==> src/rtl/sprite_scheduler.sv <==
// Per-line sprite scheduler: scans the object table during one line and commits
// up to NUM_SLOTS covering objects (lowest index first) to the engine slots at the next line pulse.
module sprite_scheduler #(
    parameter int CORDW     = 16,
    parameter int NUM_OBJ   = 16,
    parameter int NUM_SLOTS = 4,
    parameter int OBJ_H     = 16,
    parameter int V_RES     = 480,
    parameter int PARK_Y    = 2**(CORDW-1)-1
) (
    input  logic                           clk,
    input  logic                           rst,
    input  logic                           line,
    input  logic signed [CORDW-1:0]        sy,
    input  logic                           obj_we,
    input  logic [$clog2(NUM_OBJ)-1:0]     obj_addr,
    input  logic                           obj_en,
    input  logic signed [CORDW-1:0]        obj_x,
    input  logic signed [CORDW-1:0]        obj_y,
    output logic [NUM_SLOTS*CORDW-1:0]     slot_x,
    output logic [NUM_SLOTS*CORDW-1:0]     slot_y,
    output logic [NUM_SLOTS-1:0]           slot_valid,
    output logic                           overflow,
    output logic                           late,
    output logic                           busy
);
    localparam int IDXW = $clog2(NUM_OBJ);
    localparam int CNTW = $clog2(NUM_SLOTS+1);
    localparam logic signed [CORDW-1:0] PARK     = CORDW'(PARK_Y);
    localparam logic [IDXW-1:0]         LAST_IDX = IDXW'(NUM_OBJ-1);

    typedef enum logic {IDLE = 1'b0, SCAN = 1'b1} state_t;

    state_t                   state_reg, state_next;
    logic [IDXW-1:0]          idx_reg;
    logic [CNTW-1:0]          count_reg;
    logic signed [CORDW-1:0]  next_y_reg;
    logic                     sh_ovf_reg;
    logic                     overflow_reg;
    logic                     late_reg;

    logic                     tab_en [NUM_OBJ];
    logic signed [CORDW-1:0]  tab_x  [NUM_OBJ];
    logic signed [CORDW-1:0]  tab_y  [NUM_OBJ];

    logic signed [CORDW-1:0]  sy_inc;
    logic signed [CORDW-1:0]  d;
    logic                     scan_step;
    logic                     hit;
    logic                     slot_free;

    // Object table: each entry owns its registers; read combinationally by idx.
    generate
        for (genvar gi = 0; gi < NUM_OBJ; gi++) begin : g_obj
            logic                    en_reg;
            logic signed [CORDW-1:0] x_reg;
            logic signed [CORDW-1:0] y_reg;

            always_ff @(posedge clk) begin
                if (rst) begin
                    en_reg <= 1'b0;
                end else if (obj_we && obj_addr == IDXW'(gi)) begin
                    en_reg <= obj_en;
                    x_reg  <= obj_x;
                    y_reg  <= obj_y;
                end
            end

            assign tab_en[gi] = en_reg;
            assign tab_x[gi]  = x_reg;
            assign tab_y[gi]  = y_reg;
        end
    endgenerate

    // A line pulse pre-empts the scan step of that cycle.
    always_comb begin
        sy_inc    = sy + CORDW'(1);
        d         = next_y_reg - tab_y[idx_reg];
        scan_step = (state_reg == SCAN) && !line;
        hit       = scan_step && tab_en[idx_reg] && !d[CORDW-1] && (d < CORDW'(OBJ_H));
        slot_free = count_reg < CNTW'(NUM_SLOTS);
    end

    always_ff @(posedge clk) begin
        if (rst) state_reg <= IDLE;
        else     state_reg <= state_next;
    end

    always_comb begin
        state_next = state_reg;
        if (line)
            state_next = SCAN;
        else if (state_reg == SCAN && idx_reg == LAST_IDX)
            state_next = IDLE;
    end

    always_comb begin
        busy = (state_reg == SCAN);
    end

    always_ff @(posedge clk) begin
        if (rst) begin
            idx_reg      <= '0;
            count_reg    <= '0;
            next_y_reg   <= '0;
            sh_ovf_reg   <= 1'b0;
            overflow_reg <= 1'b0;
            late_reg     <= 1'b0;
        end else if (line) begin
            overflow_reg <= sh_ovf_reg;
            late_reg     <= (state_reg == SCAN);
            next_y_reg   <= (sy_inc == CORDW'(V_RES)) ? '0 : sy_inc;
            count_reg    <= '0;
            sh_ovf_reg   <= 1'b0;
            idx_reg      <= '0;
        end else if (scan_step) begin
            idx_reg <= idx_reg + 1'b1;
            if (hit) begin
                if (slot_free) count_reg  <= count_reg + 1'b1;
                else           sh_ovf_reg <= 1'b1;
            end
        end
    end

    // Per-slot shadow and committed output registers.
    generate
        for (genvar gi = 0; gi < NUM_SLOTS; gi++) begin : g_slot
            logic signed [CORDW-1:0] sh_x_reg, sh_y_reg, out_x_reg, out_y_reg;
            logic                    sh_v_reg, out_v_reg;

            always_ff @(posedge clk) begin
                if (rst) begin
                    sh_x_reg  <= '0;
                    sh_y_reg  <= PARK;
                    sh_v_reg  <= 1'b0;
                    out_x_reg <= '0;
                    out_y_reg <= PARK;
                    out_v_reg <= 1'b0;
                end else if (line) begin
                    out_x_reg <= sh_x_reg;
                    out_y_reg <= sh_y_reg;
                    out_v_reg <= sh_v_reg;
                    sh_y_reg  <= PARK;
                    sh_v_reg  <= 1'b0;
                end else if (hit && slot_free && count_reg == CNTW'(gi)) begin
                    sh_x_reg <= tab_x[idx_reg];
                    sh_y_reg <= tab_y[idx_reg];
                    sh_v_reg <= 1'b1;
                end
            end

            assign slot_x[gi*CORDW +: CORDW] = out_x_reg;
            assign slot_y[gi*CORDW +: CORDW] = out_y_reg;
            assign slot_valid[gi]            = out_v_reg;
        end
    endgenerate

    assign overflow = overflow_reg;
    assign late     = late_reg;

endmodule

==> config.mk <==
export PLATFORM = sky130hd
export DESIGN_NAME = sprite_scheduler
export DESIGN_NICKNAME = d
export VERILOG_FILES = /design/src/rtl/sprite_scheduler.sv
export SDC_FILE = /design/constraint.sdc
export NUM_CORES = 1
export LEC_CHECK = 0
export CELL_PAD_IN_SITES_DETAIL_PLACEMENT = 1
export CELL_PAD_IN_SITES_GLOBAL_PLACEMENT = 1
export CORE_MARGIN = 4
export CORE_UTILIZATION = 45
export CTS_CLUSTER_SIZE = 8
export DETAILED_ROUTE_END_ITERATION = 6
export GPL_TIMING_DRIVEN = 0
export PLACE_DENSITY = 0.81
export SYNTH_ARGS = -nofsm -noshare
export SYNTH_HDL_FRONTEND = slang
export SYNTH_SLANG_ARGS = --single-unit
==> constraint.sdc <==
create_clock -name clk -period 6.86 [get_ports clk]
set_clock_uncertainty 0.2 [all_clocks]
set_input_delay 0.686 -clock clk [delete_from_list [all_inputs] [get_ports clk]]
set_output_delay 0.686 -clock clk [all_outputs]
set_load 0.03 [all_outputs]
==> results of run 1 <==
what timing repair did:
| item | in CTS | in global routing |
|---|---|---|
| setup buffers | 1 | 0 |
| pin swaps | 1 | 0 |
| resized for setup | 7 | 2 |
| setup endpoints to repair | 134 | 122 |
Yosys cell counts, drive strengths merged (3+ instances only):
| library cell | instances |
|---|---|
| nor3b | 3 |
| clkbuf | 70 |
| and4 | 3 |
| a31oi | 7 |
| nand3 | 17 |
| xor2 | 9 |
| a21o | 11 |
| nor3 | 8 |
| mux2i | 273 |
| nand2 | 190 |
| edfxtp | 512 |
| nand4 | 12 |
| o21ai | 25 |
| nand2b | 6 |
| dfxtp | 307 |
| and3 | 9 |
| inv | 31 |
| buf | 51 |
| ha | 21 |
| xnor2 | 18 |
| nor2 | 208 |
| o21a | 3 |
| a211oi | 10 |
| and2 | 3 |
| nor2b | 11 |
| a21oi | 37 |
| mux4 | 160 |
area by class of cell:
type	instances	area share, %
antenna	1	0.00649
tap	940	3.05
sequential	819	55.8
clock inverter	7	0.337
buffer	120	1.55
multi-input combinational	1078	25.3
timing repair buffer	208	5.91
clock buffer	152	7.74
inverter	31	0.302
stage by stage:
step / cell area (um^2) / std cells / power [W] / worst slack, ns
finish: 38600 / 3356 / 0.0108 / 0.245
CTS: 38600 / 3356 / 0.0109 / 0.0854
global placement: 34900 / 3177 / 0.00583 / -1.14
detailed placement: 35400 / 3196 / 0.00587 / -0.430
global route: 38600 / 3355 / 0.0111 / 0.0315
floorplan: 31900 / 2049 / 0.00566 / 1.15
critical path: cells and delay by family (launching register included):
| family | cells | cell delay (ns) |
|---|---|---|
| buffers and inverters | 6 | 2.15 |
| muxes | 3 | 1.22 |
| AOI/OAI and AO/OA | 4 | 1.06 |
| xor gates and xnor gates | 1 | 0.57 |
| and+or+nand+nor | 2 | 0.55 |
| DFF | 1 | 0.39 |
| adders and majority gates | 1 | 0.28 |
logic make-up (layout without fill, tap and decap cells):
| kind of cell | after synthesis | in the layout |
|---|---|---|
| flops | 819 | 819 |
| simple gates | 480 | 480 |
| mux | 433 | 433 |
| buf+inv | 152 | 518 |
| compound gates | 117 | 117 |
| xor+xnor | 27 | 27 |
| fa+ha+maj | 21 | 21 |
| other cells | 0 | 1 |
worst max path at each step:
| stage | cells after the start | endpoint | from |
|---|---|---|---|
| 2_1_floorplan | 18 | g_slot[0].sh_y_reg[10] | idx_reg[0] |
| 3_3_place_gp | 4 | g_obj[0].y_reg[11] | obj_addr[2] |
| 3_5_place_dp | 18 | g_slot[2].sh_y_reg[14] | idx_reg[0] |
| 4_1_cts | 17 | g_slot[2].sh_y_reg[12] | idx_reg[0] |
| 5_1_grt | 17 | g_slot[2].sh_y_reg[14] | idx_reg[1] |
| 6_report | 17 | g_slot[1].sh_y_reg[14] | idx_reg[1] |
power by group through the flow:
stage          Sequential [W]  Combinational (W)  Clock [W]
2_1_floorplan         0.00539           0.000272          0
3_3_place_gp          0.00539           0.000435          0
3_5_place_dp          0.00540           0.000473          0
4_1_cts               0.00530           0.000482    0.00510
5_1_grt               0.00530           0.000515    0.00532
6_report              0.00530           0.000482    0.00502
per-layer routing:
metal  vias to the layer above  part of all wire [%]
li1                       8309                     -
met1                      9997                    39
met2                       814                    51
met3                       193                   7.2
met4                        10                   3.0
met5                         -                 0.084
==> flow_metrics.env, run 1 <==
export IMPL_synth_seq_area_share_pct=67.5
export IMPL_synth_ff_type="edfxtp_1"
export IMPL_wl_per_cell_um=27.4
export IMPL_area_growth_syn_to_layout_pct=21.0
export IMPL_grt_pass1_vias=21200
export IMPL_synth_compound_area_share_pct=2.30
export IMPL_rows=97
export IMPL_num_fill_cells=6669
export IMPL_path_class="flip-flop to flip-flop"
export IMPL_slew_headroom_pct=20.4
export IMPL_cts_buffers=112
export IMPL_antenna_found_initial=5
export IMPL_regArea_um2=21500
export IMPL_synth_area_um2=31900
export IMPL_seq_power_share_pct=49.1
export IMPL_synth_top_family_by_area="multiplexers"
export IMPL_worst_setup_path_end_kind="flip-flop"
export IMPL_vias_per_cell=5.76
export IMPL_ant_nets=0
export IMPL_drt_iter0_markers=1748
export IMPL_ys_seq_elements=819
export IMPL_synth_distinct_cells=57
export IMPL_crit_top_cell="mux4_2"
export IMPL_startpoint_type="flip-flop"
export IMPL_cts_max_level=3
export IMPL_port_buffers=188
export IMPL_internal_power_w=0.00844
export IMPL_routed_wl_um=91900
export IMPL_p_sw_share_pct=21.8
export IMPL_tns_ns=0
export IMPL_crit_chain="buf_4 > buf_2 > clkbuf_1 > buf_1 > mux4_2 > mux4_2 > inv_1 > ha_1 > and3_1 > a221o_1 > a311o_1 > a21boi_1 > o21ai_0 > xnor2_2 > nand4_4 > buf_6 > mux2i_1"
export IMPL_yosys_area_share_simple_pct=6.50
export IMPL_syn_nets=2127
export IMPL_hold_buffers=0
export IMPL_utilization_pct=55.0
export IMPL_r2r_end="g_slot[1].sh_y_reg[14]"
export IMPL_clk_pin_slew_ns=0.06
export IMPL_ir_drop_v=0.000200
export IMPL_grt_busiest_layer="met2"
export IMPL_min_period_ns=6.61
export IMPL_initial_core_util_pct=45.4
export IMPL_hold_path_depth=3
export IMPL_hold_class="primary input to flip-flop"
export IMPL_synth_area_mux_share_pct=19.9
export IMPL_r2r_slack_ns=0.25
export IMPL_async_reset_ff_share_pct=0
export IMPL_clock_sinks=819
export IMPL_hold_ws_ns=0.234
export IMPL_synth_top_cell_area_share_pct=48.2
export IMPL_pwr_share_clk_pct=46.4
export IMPL_p_comb_share_pct=4.5
export IMPL_hold_viol=0
export IMPL_status="completed"
export IMPL_slew_violations=0
export IMPL_grt_overflow=0
export IMPL_final_cell_mix="512 x edfxtp_1, 307 x dfxtp_1, 273 x mux2i_1"
export IMPL_synth_adder_area_share_pct=0.824
export IMPL_die_h_um=274
export IMPL_final_net_count=2448
export IMPL_yosysWarnings=0
export IMPL_use_met3_pct=4.91
export IMPL_clk_latency_ns=0.69
export IMPL_cts_tree="done"
export IMPL_gp_congestion=0.823
export IMPL_synth_area_top_cells="edfxtp_1 48%, dfxtp_1 19%, mux4_2 11%, mux2i_1 8.6%, nor2_1 2.4%"
export IMPL_cap_viol_max_count=0
export IMPL_post_dp_hpwl_um=61000
export IMPL_power_density_nw_per_um2=280
export IMPL_worstRegToRegCells=17
export IMPL_multi_input_area_um2=9760
export IMPL_coreArea_um2=70100
export IMPL_num_vias=19300
export IMPL_use_met1_pct=30.4
export IMPL_slowest_stage="buf_1"
export IMPL_io_pins=192
export IMPL_cp_required_ns=7.17
export IMPL_cts_buffer_depth=3
export IMPL_use_met2_pct=42.8
export IMPL_dieWidth_um=274
export IMPL_hold_start="sy[4]"
export IMPL_grt_pass1_wl_um=137000
export IMPL_fmax_mhz=151
export IMPL_critPathMaxStageDelay_ns=0.70
export IMPL_yosys_area_top_type="edfxtp_1"
export IMPL_dieArea_um2=75100
export IMPL_p_leak_nw=13.9
export IMPL_synth_edf_count=512
export IMPL_min_to="next_y_reg[4]"
export IMPL_cp_max_fo=10
export IMPL_rsz0062_at_grt="false"
export IMPL_syn_inst=2049
export IMPL_drive_above_1_share_pct=14.7
export IMPL_r2r_start="idx_reg[1]"
export IMPL_final_common_cell="edfxtp_1"
export IMPL_cp_arrival_ns=6.92
export IMPL_power_switching_w=0.00236
export IMPL_finalCritPeriodShare_pct=96.4
export IMPL_grt_max_degree=24
export IMPL_track_usage_pct=24.4
export IMPL_synth_xor_area_share_pct=0.789
export IMPL_worst_slew_pin_slew_ns=1.19
export IMPL_drc=0
export IMPL_dr_pass1_iters=5
export IMPL_ctsRootBufferMaster="clkbuf_16"
export IMPL_syn_mean_instance_area_um2=15.6
export IMPL_finalSetupViolCount=0
Power figures use the tool's default switching activity.
==> inputs of run 2 (changes only) <==
- SLEW_MARGIN: not set -> 20
==> flow_metrics.env, run 2 (synthesis gave the netlist of run 1 again) <==
export IMPL_hold_class="primary input to flip-flop"
export IMPL_coreArea_um2=70100
export IMPL_final_cell_mix="512 x edfxtp_1, 307 x dfxtp_1, 273 x mux2i_1"
export IMPL_cp_max_fo=10
export IMPL_rows=97
export IMPL_cts_buffer_depth=3
export IMPL_crit_chain="buf_4 > buf_2 > clkbuf_1 > buf_1 > mux4_2 > mux4_2 > inv_1 > ha_1 > and3_1 > a221o_1 > a311o_1 > a21boi_1 > o21ai_0 > xnor2_2 > nand4_4 > buf_6 > mux2i_1"
export IMPL_dieWidth_um=274
export IMPL_crit_top_cell="mux4_2"
export IMPL_finalSetupViolCount=0
export IMPL_power_density_nw_per_um2=277
export IMPL_num_fill_cells=6603
export IMPL_vias_per_cell=5.77
export IMPL_final_net_count=2460
export IMPL_worst_slew_pin_slew_ns=1.05
export IMPL_critPathMaxStageDelay_ns=0.68
export IMPL_cp_num_buf_inv=6
export IMPL_cts_buffers=112
export IMPL_slowest_stage="buf_1"
export IMPL_path_class="flip-flop to flip-flop"
export IMPL_drt_iter0_markers=1694
export IMPL_dr_pass1_iters=5
export IMPL_slew_headroom_pct=30.3
export IMPL_routed_wl_um=93500
export IMPL_fmax_mhz=150
export IMPL_min_period_ns=6.67
export IMPL_wl_per_cell_um=27.7
export IMPL_dieArea_um2=75100
export IMPL_grt_pass1_wl_um=139000
export IMPL_clk_pin_slew_ns=0.06
export IMPL_area_growth_syn_to_layout_pct=22.2
export IMPL_cp_arrival_ns=6.97
export IMPL_drc=0
export IMPL_clk_latency_ns=0.68
export IMPL_antenna_found_initial=6
export IMPL_p_leak_nw=14.1
export IMPL_layout_setup_ws_ns=0.193
export IMPL_cap_viol_max_count=0
export IMPL_startpoint_type="flip-flop"
export IMPL_post_dp_hpwl_um=62500
export IMPL_rsz0062_at_grt="false"
export IMPL_cp_top_family="buffers and inverters"
export IMPL_finalCritPeriodShare_pct=97.2
export IMPL_placed_cell_area_um2=35800
export IMPL_cts_max_level=3
export IMPL_grt_pass1_vias=21400
export IMPL_drive_above_1_share_pct=15.5
export IMPL_track_usage_pct=24.9
export IMPL_die_h_um=274
export IMPL_initial_core_util_pct=45.4
export IMPL_post_place_ws_ns=-0.383
export IMPL_ctsRootBufferMaster="clkbuf_16"
export IMPL_gp_congestion=0.823
export IMPL_grt_overflow=0
export IMPL_hold_viol=0
export IMPL_final_common_cell="edfxtp_1"
export IMPL_slew_violations=0
export IMPL_cp_required_ns=7.17
export IMPL_io_pins=192
export IMPL_utilization_pct=55.5
export IMPL_status="completed"
export IMPL_clock_sinks=819
export IMPL_num_vias=19400
export IMPL_ant_nets=0
export IMPL_grt_max_degree=21
export IMPL_worst_setup_path_end_kind="flip-flop"
export IMPL_cts_tree="done"
export IMPL_final_area_um2=38900
export IMPL_totalPowerFinal_w=0.0108
export IMPL_ir_drop_v=0.000204
export IMPL_port_buffers=188
-- run 2: changes by cell type in the layout (fill, tap and decap cells not counted), moves of 2 or more --
| cell | previous run | this run |
|---|---|---|
| buf_12 | 12 | 2 |
| diode_2 | 1 | 4 |
| buf_16 | 4 | 25 |
| clkinv_8 | 1 | 4 |
| clkbuf_2 | 2 | 13 |
| buf_4 | 5 | 10 |
| buf_6 | 16 | 13 |
| inv_16 | 2 | 0 |
| buf_1 | 24 | 16 |
-- run 2: final timing paths --
path,from,endpoint,slack (ns),cells past startpoint
hold / removal,obj_en,g_obj[0].en_reg,0.24,3
hold reg to reg,g_slot[0].sh_v_reg,g_slot[0].sh_v_reg,0.25,2
setup / recovery,idx_reg[1],g_slot[0].sh_y_reg[6],0.19,17
setup reg to reg,idx_reg[1],g_slot[0].sh_y_reg[6],0.19,17
-- run 2: final cells by class --
| cell class | instances | area, um^2 | area share, % |
|---|---|---|---|
| multi-input combinational | 1078 | 9770 | 25.1 |
| clock buffer | 153 | 2980 | 7.65 |
| sequential | 819 | 21500 | 55.3 |
| inverter | 31 | 116 | 0.299 |
| timing repair buffer | 220 | 2650 | 6.80 |
| tap | 940 | 1180 | 3.02 |
| buffer | 120 | 603 | 1.55 |
| antenna | 4 | 10.0 | 0.0257 |
| clock inverter | 7 | 130 | 0.334 |
-- run 2: what timing repair did --
action | 4_1_cts | 5_1_grt
hold buffers | 0 | 0
gates resized for setup | 5 | 2
pin swaps | 0 | 1
setup buffers | 0 | 1
endpoints found under the setup margin | 134 | 132
-- run 2: power by group --
group / switching [W] / total (W) / internal [W]
clock network: 0.00203 / 0.00500 / 0.00297
logic: 0.000307 / 0.000490 / 0.000183
registers: 0.0000200 / 0.00530 / 0.00528
-- run 2: through the flow --
step	setup TNS, ns	cells	hold slack, ns
3_3_place_gp	-59.08	3177	0.239
2_1_floorplan	0	2049	0.225
4_1_cts	0	3368	0.207
6_report	0	3372	0.243
5_1_grt	0	3368	0.265
3_5_place_dp	-43.56	3208	0.243
-- run 2: routing by layer --
| layer | share of wire, % | up-vias | track usage [%] | wire length [um] |
|---|---|---|---|---|
| met3 | 7.0 | 174 | 4.90 | 6520 |
| met4 | 2.9 | 6 | 7.68 | 2760 |
| met2 | 51 | 825 | 43.9 | 48000 |
| met1 | 39 | 10100 | 31.1 | 36200 |
| li1 | - | 8335 | - | - |
| met5 | 0.035 | - | 0 | 33 |
-- run 2: worst min-delay path: cells and delay by family --
family,cells,cell delay (ns)
AO/OA/AOI/OAI,1,0.06
AND/OR/NAND/NOR,1,0.12
buffers and inverters,1,0.19
==> inputs of run 3 (changes only) <==
- CORE_UTILIZATION: 45 -> 50
- PLACE_DENSITY: 0.81 -> 0.88
==> flow_metrics.env, run 3 (synthesis gave the netlist of run 1 again) <==
export IMPL_final_cell_mix="512 x edfxtp_1, 307 x dfxtp_1, 273 x mux2i_1"
export IMPL_dr_pass1_iters=5
export IMPL_slew_violations=0
export IMPL_min_period_ns=6.38
export IMPL_gp_congestion=0.878
export IMPL_dieWidth_um=260
export IMPL_wl_met3_um=8000
export IMPL_min_to="g_obj[15].en_reg"
export IMPL_cp_required_ns=7.22
export IMPL_utilization_pct=61.4
export IMPL_hold_buffers=0
export IMPL_grt_overflow=0
export IMPL_initial_core_util_pct=50.5
export IMPL_grt_pass1_wl_um=146000
export IMPL_r2r_slack_ns=0.48
export IMPL_num_vias=20000
export IMPL_clk_pin_slew_ns=0.06
export IMPL_coreArea_um2=63100
export IMPL_post_place_ws_ns=-0.506
export IMPL_post_dp_hpwl_um=62400
export IMPL_fmax_mhz=157
export IMPL_drt_iter0_markers=1919
export IMPL_io_pins=192
export IMPL_p_leak_nw=14.1
export IMPL_worstRegToRegCells=20
export IMPL_slew_headroom_pct=26.6
export IMPL_grt_max_degree=21
export IMPL_cts_tree="done"
export IMPL_clk_latency_ns=0.68
export IMPL_met2_length_um=49800
export IMPL_cts_buffer_depth=3
export IMPL_slowest_stage="mux4_2"
export IMPL_antenna_found_initial=7
export IMPL_track_usage_pct=29.1
export IMPL_final_net_count=2460
export IMPL_dr_max_layer_used="met5"
export IMPL_wl_per_cell_um=30.3
export IMPL_grt_pass1_vias=22100
export IMPL_r2r_start="idx_reg[1]"
export IMPL_ctsRootBufferMaster="clkbuf_16"
export IMPL_startpoint_type="flip-flop"
export IMPL_worst_setup_path_end_kind="flip-flop"
export IMPL_cp_arrival_ns=6.74
export IMPL_routed_wl_um=98900
export IMPL_layout_setup_ws_ns=0.477
export IMPL_hold_class="primary input to flip-flop"
export IMPL_power_density_nw_per_um2=280
export IMPL_r2r_end="g_slot[0].sh_x_reg[6]"
export IMPL_area_growth_syn_to_layout_pct=21.5
export IMPL_drive_above_1_share_pct=15.6
export IMPL_m1WireLength_um=36200
export IMPL_final_common_cell="edfxtp_1"
export IMPL_dieArea_um2=67800
export IMPL_clock_sinks=819
export IMPL_hold_path_depth=3
export IMPL_worst_slew_pin_slew_ns=1.10
export IMPL_crit_chain="buf_4 > buf_2 > clkbuf_1 > clkdlybuf4s15_2 > mux4_2 > mux4_2 > inv_1 > ha_1 > clkbuf_1 > a21oi_1 > o21a_1 > o21ai_0 > a31o_2 > a2111oi_0 > o21bai_1 > and4b_1 > buf_6 > nand4_4 > buf_6 > mux2i_1"
export IMPL_die_h_um=260
export IMPL_cts_max_level=3
export IMPL_finalSetupViolCount=0
export IMPL_drc=0
export IMPL_path_class="flip-flop to flip-flop"
export IMPL_status="completed"
export IMPL_cap_viol_max_count=0
export IMPL_rows=92
export IMPL_cts_buffers=112
export IMPL_cp_max_fo=10
export IMPL_critPathMaxStageDelay_ns=0.60
export IMPL_ir_drop_v=0.000170
export IMPL_port_buffers=188
export IMPL_ant_nets=0
export IMPL_hold_start="obj_en"
export IMPL_hold_viol=0
export IMPL_finalCritPeriodShare_pct=93.0
export IMPL_rsz0062_at_grt="false"
export IMPL_vias_per_cell=6.14
run 3: final cells by class:
class                      instances  area, um^2
antenna                            2        5.00
timing repair buffer             221        2610
clock buffer                     138        2900
tap                              846        1060
sequential                       819       21500
multi-input combinational       1078        9770
fill                            5766       24400
clock inverter                     8         146
inverter                          31         116
buffer                           119         604
run 3: timing repair:
| action | CTS | global route |
|---|---|---|
| resized for setup | 6 | 1 |
| pin swaps | 0 | 2 |
| setup buffers | 0 | 4 |
| endpoints found under the setup margin | 136 | 123 |
run 3: worst max-delay path, delay by kind of cell (launching register included):
family,cells,cell delay (ns)
AO/OA/AOI/OAI,6,1.33
adder cells (fa/ha/maj),1,0.22
buffers and inverters,8,2.39
flip-flops,1,0.41
multiplexers,3,1.24
AND/OR/NAND/NOR,2,0.43
run 3: how the worst max path moves through the flow:
stage | start | to | depth (start not counted)
floorplan | idx_reg[0] | g_slot[0].sh_y_reg[10] | 18
global placement | obj_addr[2] | g_obj[0].y_reg[6] | 4
detailed placement | idx_reg[0] | g_slot[2].sh_y_reg[14] | 18
CTS | idx_reg[1] | g_slot[0].sh_x_reg[6] | 18
global route | idx_reg[1] | g_slot[0].sh_x_reg[6] | 20
finish | idx_reg[1] | g_slot[0].sh_x_reg[6] | 20
run 3: report_power, final:
| group | switching [W] | total, W | internal, W | leakage [nW] |
|---|---|---|---|---|
| Combinational | 0.000317 | 0.000506 | 0.000189 | 5.52 |
| Clock | 0.00207 | 0.00503 | 0.00296 | 1.48 |
| Sequential | 0.0000214 | 0.00530 | 0.00528 | 7.09 |
run 3: per-layer routing:
metal / track usage (%) / vias to the layer above
met4: 13.1 / 10
met3: 6.65 / 319
li1: - / 8317
met2: 50.2 / 1065
met1: 35.2 / 10300
met5: 0 / -
run 3: stage by stage:
step	power [W]	area [um^2]	instances	hold WS, ns	TNS [ns]
6_report	0.0108	38700	3262	0.199	0
5_1_grt	0.0111	38700	3260	0.215	0
4_1_cts	0.0109	38600	3257	0.189	0
3_5_place_dp	0.00587	35600	3112	0.247	-58.30
3_3_place_gp	0.00582	34800	3083	0.238	-52.95
2_1_floorplan	0.00566	31900	2049	0.225	0
